## src/rtl/vga_timing_pkg.sv

```systemverilog
`default_nettype none
// ============================================================================
// vga_timing_pkg : shared 640x480@60 porch/retrace constants and count type
// Rev 1.0
// ============================================================================
package vga_timing_pkg;

  localparam int HD = 640;
  localparam int HF = 16;
  localparam int HB = 48;
  localparam int HR = 96;
  localparam int VD = 480;
  localparam int VF = 10;
  localparam int VB = 33;
  localparam int VR = 2;

  localparam int H_TOTAL = HD + HF + HB + HR;
  localparam int V_TOTAL = VD + VF + VB + VR;

  localparam int COUNT_W = 10;
  typedef logic [COUNT_W-1:0] count_t;

endpackage
`default_nettype wire

```

## src/rtl/pixel_tick_gen.sv

```systemverilog
`default_nettype none
// ============================================================================
// pixel_tick_gen : divides the system clock down to a one-clk pixel strobe
// Rev 1.0
// ============================================================================
module pixel_tick_gen #(
  parameter int DIV = 4
) (
  input  logic clk,
  input  logic reset,
  input  logic enable,
  output logic p_tick
);

  // A 1-bit counter pinned at zero covers DIV=1, making p_tick follow enable.
  localparam int            CW   = (DIV > 1) ? $clog2(DIV) : 1;
  localparam logic [CW-1:0] LAST = CW'(DIV - 1);

  logic [CW-1:0] div_cnt_q;
  logic [CW-1:0] div_cnt_d;

  always_comb begin
    div_cnt_d = div_cnt_q;
    if (enable) begin
      div_cnt_d = (div_cnt_q == LAST) ? '0 : div_cnt_q + CW'(1);
    end
  end

  always_ff @(posedge clk) begin
    if (reset) begin
      div_cnt_q <= '0;
    end else begin
      div_cnt_q <= div_cnt_d;
    end
  end

  assign p_tick = enable && (div_cnt_q == LAST);

endmodule
`default_nettype wire

```

## src/rtl/vga_timing_counter.sv

```systemverilog
`default_nettype none
// ============================================================================
// vga_timing_counter : pixel tick, h/v scan counters, line/frame strobes
// Rev 1.0
// ============================================================================
module vga_timing_counter #(
  parameter int DIV = 4,
  parameter int HD  = vga_timing_pkg::HD,
  parameter int HF  = vga_timing_pkg::HF,
  parameter int HB  = vga_timing_pkg::HB,
  parameter int HR  = vga_timing_pkg::HR,
  parameter int VD  = vga_timing_pkg::VD,
  parameter int VF  = vga_timing_pkg::VF,
  parameter int VB  = vga_timing_pkg::VB,
  parameter int VR  = vga_timing_pkg::VR
) (
  input  logic       clk,
  input  logic       reset,
  input  logic       enable,
  output logic       p_tick,
  output logic [9:0] h_count,
  output logic [9:0] v_count,
  output logic       line_end,
  output logic       frame_end,
  output logic [7:0] frame_count
);
  import vga_timing_pkg::*;

  localparam int     H_TOTAL = HD + HF + HB + HR;
  localparam int     V_TOTAL = VD + VF + VB + VR;
  localparam count_t H_LAST  = count_t'(H_TOTAL - 1);
  localparam count_t V_LAST  = count_t'(V_TOTAL - 1);

  count_t     h_count_q, h_count_d;
  count_t     v_count_q, v_count_d;
  logic [7:0] frame_count_q, frame_count_d;

  pixel_tick_gen #(
    .DIV    (DIV)
  ) u_pixel_tick_gen (
    .clk    (clk),
    .reset  (reset),
    .enable (enable),
    .p_tick (p_tick)
  );

  assign line_end  = p_tick && (h_count_q == H_LAST);
  assign frame_end = line_end && (v_count_q == V_LAST);

  always_comb begin
    h_count_d     = h_count_q;
    v_count_d     = v_count_q;
    frame_count_d = frame_count_q;
    if (p_tick) begin
      if (line_end) begin
        h_count_d = '0;
        v_count_d = (v_count_q == V_LAST) ? '0 : v_count_q + count_t'(1);
      end else begin
        h_count_d = h_count_q + count_t'(1);
      end
    end
    if (frame_end) begin
      frame_count_d = frame_count_q + 8'd1;
    end
  end

  always_ff @(posedge clk) begin
    if (reset) begin
      h_count_q     <= '0;
      v_count_q     <= '0;
      frame_count_q <= '0;
    end else begin
      h_count_q     <= h_count_d;
      v_count_q     <= v_count_d;
      frame_count_q <= frame_count_d;
    end
  end

  assign h_count     = h_count_q;
  assign v_count     = v_count_q;
  assign frame_count = frame_count_q;

endmodule
`default_nettype wire

```

## config.mk

```make
export PLATFORM = sky130hd
export DESIGN_NAME = vga_timing_counter
export DESIGN_NICKNAME = d
export VERILOG_FILES = /design/src/rtl/vga_timing_pkg.sv /design/src/rtl/pixel_tick_gen.sv /design/src/rtl/vga_timing_counter.sv
export SDC_FILE = /design/constraint.sdc
export NUM_CORES = 1
export LEC_CHECK = 0
export ABC_AREA = 1
export BUFFER_PORTS_ARGS = -buffer_cell sky130_fd_sc_hd__buf_2
export CAP_MARGIN = 5
export CORE_ASPECT_RATIO = 1.4
export CORE_MARGIN = 1
export CORE_UTILIZATION = 49
export CTS_CLUSTER_SIZE = 12
export DETAILED_ROUTE_END_ITERATION = 8
export GPL_ROUTABILITY_DRIVEN = 0
export PLACE_DENSITY = 0.75
export SYNTH_ARGS = -nofsm -noshare
export SYNTH_HDL_FRONTEND = slang
export SYNTH_SLANG_ARGS = --single-unit
export TNS_END_PERCENT = 50
```

## constraint.sdc

```tcl
create_clock -name clk -period 1.3 [get_ports clk]
set_input_delay 0.13 -clock clk [delete_from_list [all_inputs] [get_ports clk]]
set_output_delay 0.13 -clock clk [all_outputs]
set_load 0.01 [all_outputs]
```

Yosys cells after proc, flatten, opt, wreduce, memory -nomap -nowiden
Cells that the tools add are included.
Cells by class
  equal/unequal tests: 3
  reduce and logical (&&, ||, !) cells: 4
  multiplexer cells: 3
  add/sub/neg operators: 4
Operators with widths (count)
  $add A10 B1 Y10 const B: 2
  $eq A10 B10 Y1 const B: 2
  $mux W10: 2
  $add A8 B1 Y8 const B: 1
  $logic_and A1 B1 Y1: 3
  $add A2 B1 Y2 const B: 1
  $eq A2 B2 Y1 const B: 1
  $mux W2: 1
  $reduce_and A2 Y1: 1
Word-level totals
  bits in registers: 30
  logic and storage cells: 18
  bits of input ports: 3

Depth between registers and ports, before layout
  word-level depth: 4
  gate-level depth with buffers: 10
  depth with buffers taken out: 10

Modules after synthesis
Synthesis repeated with hierarchy kept, for this count alone.
Unflattened totals
  cells, all modules: 250
  area total of the unflattened synthesis: 1656.6 µm²
By module, submodules not included
  vga_timing_counter: sequential area each 560.5 µm², times used 1, cells an instance 234, area an instance 1549.0 µm²
  pixel_tick_gen: sequential area each 40.0 µm², times used 1, cells an instance 16, area an instance 107.6 µm²

Worst setup path after synthesis
Ideal clock, no wire load.
  path type: reg-to-reg
  start point: register h_count_q[0] (netlist: h_count[0])
  end point: register v_count_q[7] (netlist: v_count[7])
  path buffers: 1
  stages on the path, launching flop included: 10
  period minus slack after synthesis: 1.481 ns
  slack: -0.181 ns
  data required time: 1.175 ns
  data arrival time: 1.356 ns
  path through: dfxtp_1 -> ha_1 -> nand2_1 -> nor2_4 -> nand2_4 -> nor2_8 -> buf_6 -> nand4_1 -> nand2_1 -> nor2_2
Between the ends
  word-level cells in the longest chain between the ends: 3
Ends and longest elaborated chain
  start: declaration: RTL line vga_timing_counter.sv:34  | count_t h_count_q, h_count_d;
  start signal: assignment: RTL line vga_timing_counter.sv:73  | h_count_q <= h_count_d;
  $eq A10 B10 Y1: RTL line vga_timing_counter.sv:47  | assign line_end = p_tick && (h_count_q == H_LAST);
  $logic_and A1 B1 Y1: RTL line vga_timing_counter.sv:47
  via line_end: RTL line vga_timing_counter.sv:23  | output logic line_end,
  $reduce_and A2 Y1 (no source line)
  end signal: assignment: RTL line vga_timing_counter.sv:74  | v_count_q <= v_count_d;
  end: declaration: RTL line vga_timing_counter.sv:35  | count_t v_count_q, v_count_d;
The timed path passes the listed nets, and every way through them passes these cells.
A chain may end at the register's enable or synchronous reset.

Worst setup path after layout
  start point: register h_count_q[1] (netlist: h_count[1])
  end point: output port line_end
Between the ends
  word-level cells in the longest chain between the ends: 2
Ends and longest elaborated chain (RTL line)
  $eq A10 B10 Y1: vga_timing_counter.sv:47
  $logic_and A1 B1 Y1: vga_timing_counter.sv:47
  end: declaration: vga_timing_counter.sv:23
No other way between the ends.

==> out/results.tsv <==
metric	value	unit
IO Pins	34	
starting density of the core	52.0	%
Die X	50.9	um
Reg clk slew, reported paths	0.07	ns
launch point of the worst reg-to-reg path	h_count[1]$_SDFFE_PP0P_	
Placed Instances	357	
Final Cell Area	2490	um^2
routed len/inst	12.3	um
Detailed Place HPWL	3150	um
CP Data Arrival Time	1.43	ns
area leader, netlist	dfxtp_1	
Peak Freq	641	MHz
CTS tree	built	
Syn Inst Count	249	
TritonCTS sink count	30	
Setup Viol. Count Final	27	
Multi-input gate area	1000	um^2
Min-Delay Path Class	input port to flop	
Hold Startpoint	reset	
unrepaired setup endpoints after global routing	yes	
P per Cell Area	779	nW/um^2
most frequent cells in the layout	nand2_1, buf_4, nor2_1	
endpoints failing hold	0	
Core ar.	3150	um^2
share of cells above drive strength 1	40.7	%
antenna cells	0	
Min-Delay Path Depth	2	
residual DRC count	0	
syn nets	257	
commonest non-fill, non-tap cell in the layout	nand2_1	
Worst Reg-to-Reg Cells	11	
area grow syn2layout	52.0	%
die height	70.4	um
Setup Crit Path Kind	flop to output port	
r2r setup slk	-0.17	ns
Antenna Violating Nets Remaining	0	
Via density	5.02	
first-pass GRT wire length	7450	um
Non-Filler Instances	373	
main area contributors after synthesis	dfxtp_1, nand2_1, nor2_1, inv_1, nand3_1	
Final min period	1.56	ns
Ys Warns	0	
Initial DRT Pass Iterations	4	
Lkg Pwr	1.29	nW
Slew @ Worst Pin	0.303	ns
worst setup margin	-0.261	ns
# fillers	233	
Nets	341	
Total GRT Usage	27.5	%
Final Skew	0.00992	ns
#FFs+latches synth	30	
DR vias	1871	
Min-Delay Endpoint	h_count[1]$_SDFFE_PP0P_	
Yosys cell types	27	
Skew-Pair Late Insertion Delay	0.29	ns
Rel. slew slack	79.8	%
count of pins over their slew limit	0	
worst vdd ir	1070	uV
Placed Area	2180	um^2
antenna violations before repair	0	
status	finished, violations left	
DRT Wirelength	4590	um
root buffer cell	clkbuf_8	
die area	3580	um^2
Clock Path Buffers	2	
largest net degree at the start of global routing	14	
post-route clock period utilization	120	%
share of the synthesized area in the top cell type	36.6	%
required time worst endpoint	1.17	ns
CTS H-tree lvls	2	
vias in the first global route	1808	
CTS Hold Bufs	0	
RR Endpoint	v_count[7]$_SDFFE_PP0P_	
CTS Buf Count	5	
syn_area_per_cell	6.58	um^2
Max Cap Violations	0	
row cnt	24	
GR Overflow Total	0	
FF+latch area	614	um^2
Startpoint Class	flop	
kind of end point of the critical path	output port	
failing checks	setup timing	
port bufs	33	
Initial DRC Count	55	
post-synthesis sequential area ratio	36.6	%
CP max FO	4	
synthesized area	1640	um^2
flip-flops by register name, summed over array words and instances (netlist names):
signal / cells
u_pixel_tick_gen.div_cnt_q: 2
h_count: 10
v_count: 10
frame_count: 8
worst max-delay path by stage:
stage                                         end                                       start  cells past startpoint  slack (ns)
after global placement    v_count[4]$_SDFFE_PP0P_  u_pixel_tick_gen.div_cnt_q[1]$_SDFFE_PP0P_                     10       -0.11
after floorplan           v_count[7]$_SDFFE_PP0P_                     h_count[1]$_SDFFE_PP0P_                      9       -0.09
after detailed placement  v_count[7]$_SDFFE_PP0P_  u_pixel_tick_gen.div_cnt_q[1]$_SDFFE_PP0P_                     10       -0.15
final                                    line_end                     h_count[1]$_SDFFE_PP0P_                      7       -0.26
after global routing                    frame_end                     h_count[0]$_SDFFE_PP0P_                      8       -0.33
after CTS                                line_end  u_pixel_tick_gen.div_cnt_q[0]$_SDFFE_PP0P_                      7       -0.21
cell usage after synthesis:
cell type,number
xnor2_1,1
buf_6,2
dfxtp_1,30
inv_1,39
nor2_4,1
a21o_1,1
inv_2,2
nor3_2,1
nand3_2,1
nand2_2,2
o22ai_1,1
nand2_1,55
buf_2,1
o21ai_0,11
nand2_4,1
a21oi_1,9
ha_1,5
nand3b_1,1
nor2_1,45
nor2_2,3
xor2_1,2
nor3b_1,1
clkbuf_1,1
nand4_1,5
nand3_1,22
nor2_8,1
nor3_1,5
layer usage:
layer	GRT usage (%)	share of wire (%)	vias to the layer above
met5	0	0	-
met4	11.7	2.5	0
met3	6.54	4.0	14
met2	53.0	56	45
met1	26.5	37	866
li1	-	-	946
per-stage QoR:
stage	util, %	hold slack (ns)	power, mW	TNS, ns	setup slack, ns
global route	79.0	0.0939	2.00	-5.40	-0.330
floorplan	-	0.282	0.984	-0.766	-0.0906
finish	79.0	0.0822	1.94	-3.17	-0.261
detailed placement	69.2	0.390	1.02	-2.52	-0.152
CTS	76.4	0.0829	1.94	-2.99	-0.214
global placement	69.2	0.378	1.01	-1.51	-0.107
cells by family (layout without fill, tap and decap cells):
family	Yosys count	in the layout	synth area share (%)
compound gates	22	22	6.95
xor+xnor	3	3	1.60
fa+ha+maj	5	5	3.82
buf+inv	45	130	11.3
flops	30	30	36.6
simple gates	144	144	39.7
layout make-up:
| class | instances | share of cell area (%) |
|---|---|---|
| clock buffer | 7 | 3.06 |
| clock inverter | 1 | 1.21 |
| inverter | 41 | 6.28 |
| multi-input combinational | 174 | 40.2 |
| sequential | 30 | 24.7 |
| tap | 39 | 1.96 |
| timing repair buffer | 81 | 22.6 |
where the power goes:
group | leakage (nW) | internal [mW] | switching [mW] | total [mW]
Clock | 0.0524 | 0.573 | 0.363 | 0.936
Combinational | 0.991 | 0.0347 | 0.0436 | 0.0783
Sequential | 0.246 | 0.922 | 0.00544 | 0.928
Total | 1.29 | 1.53 | 0.412 | 1.94
repair_timing:
| item | 4_1_cts | 5_1_grt |
|---|---|---|
| hold endpoints to repair | 0 | 0 |
| buffers inserted | 6 | 2 |
| gates resized for setup | 24 | 28 |
| pin swaps | 6 | 14 |
| gates cloned | 0 | 1 |
| endpoints found under the setup margin | 27 | 29 |
critical path: stages, from the launching register on:
cell,delay [ns]
dfxtp_4,0.36
ha_4,0.14
nand2_4,0.06
nor2_4,0.13
nand2_4,0.08
nor2_8,0.15
buf_6,0.13
buf_6,0.09
Power figures use the tool's default switching activity.
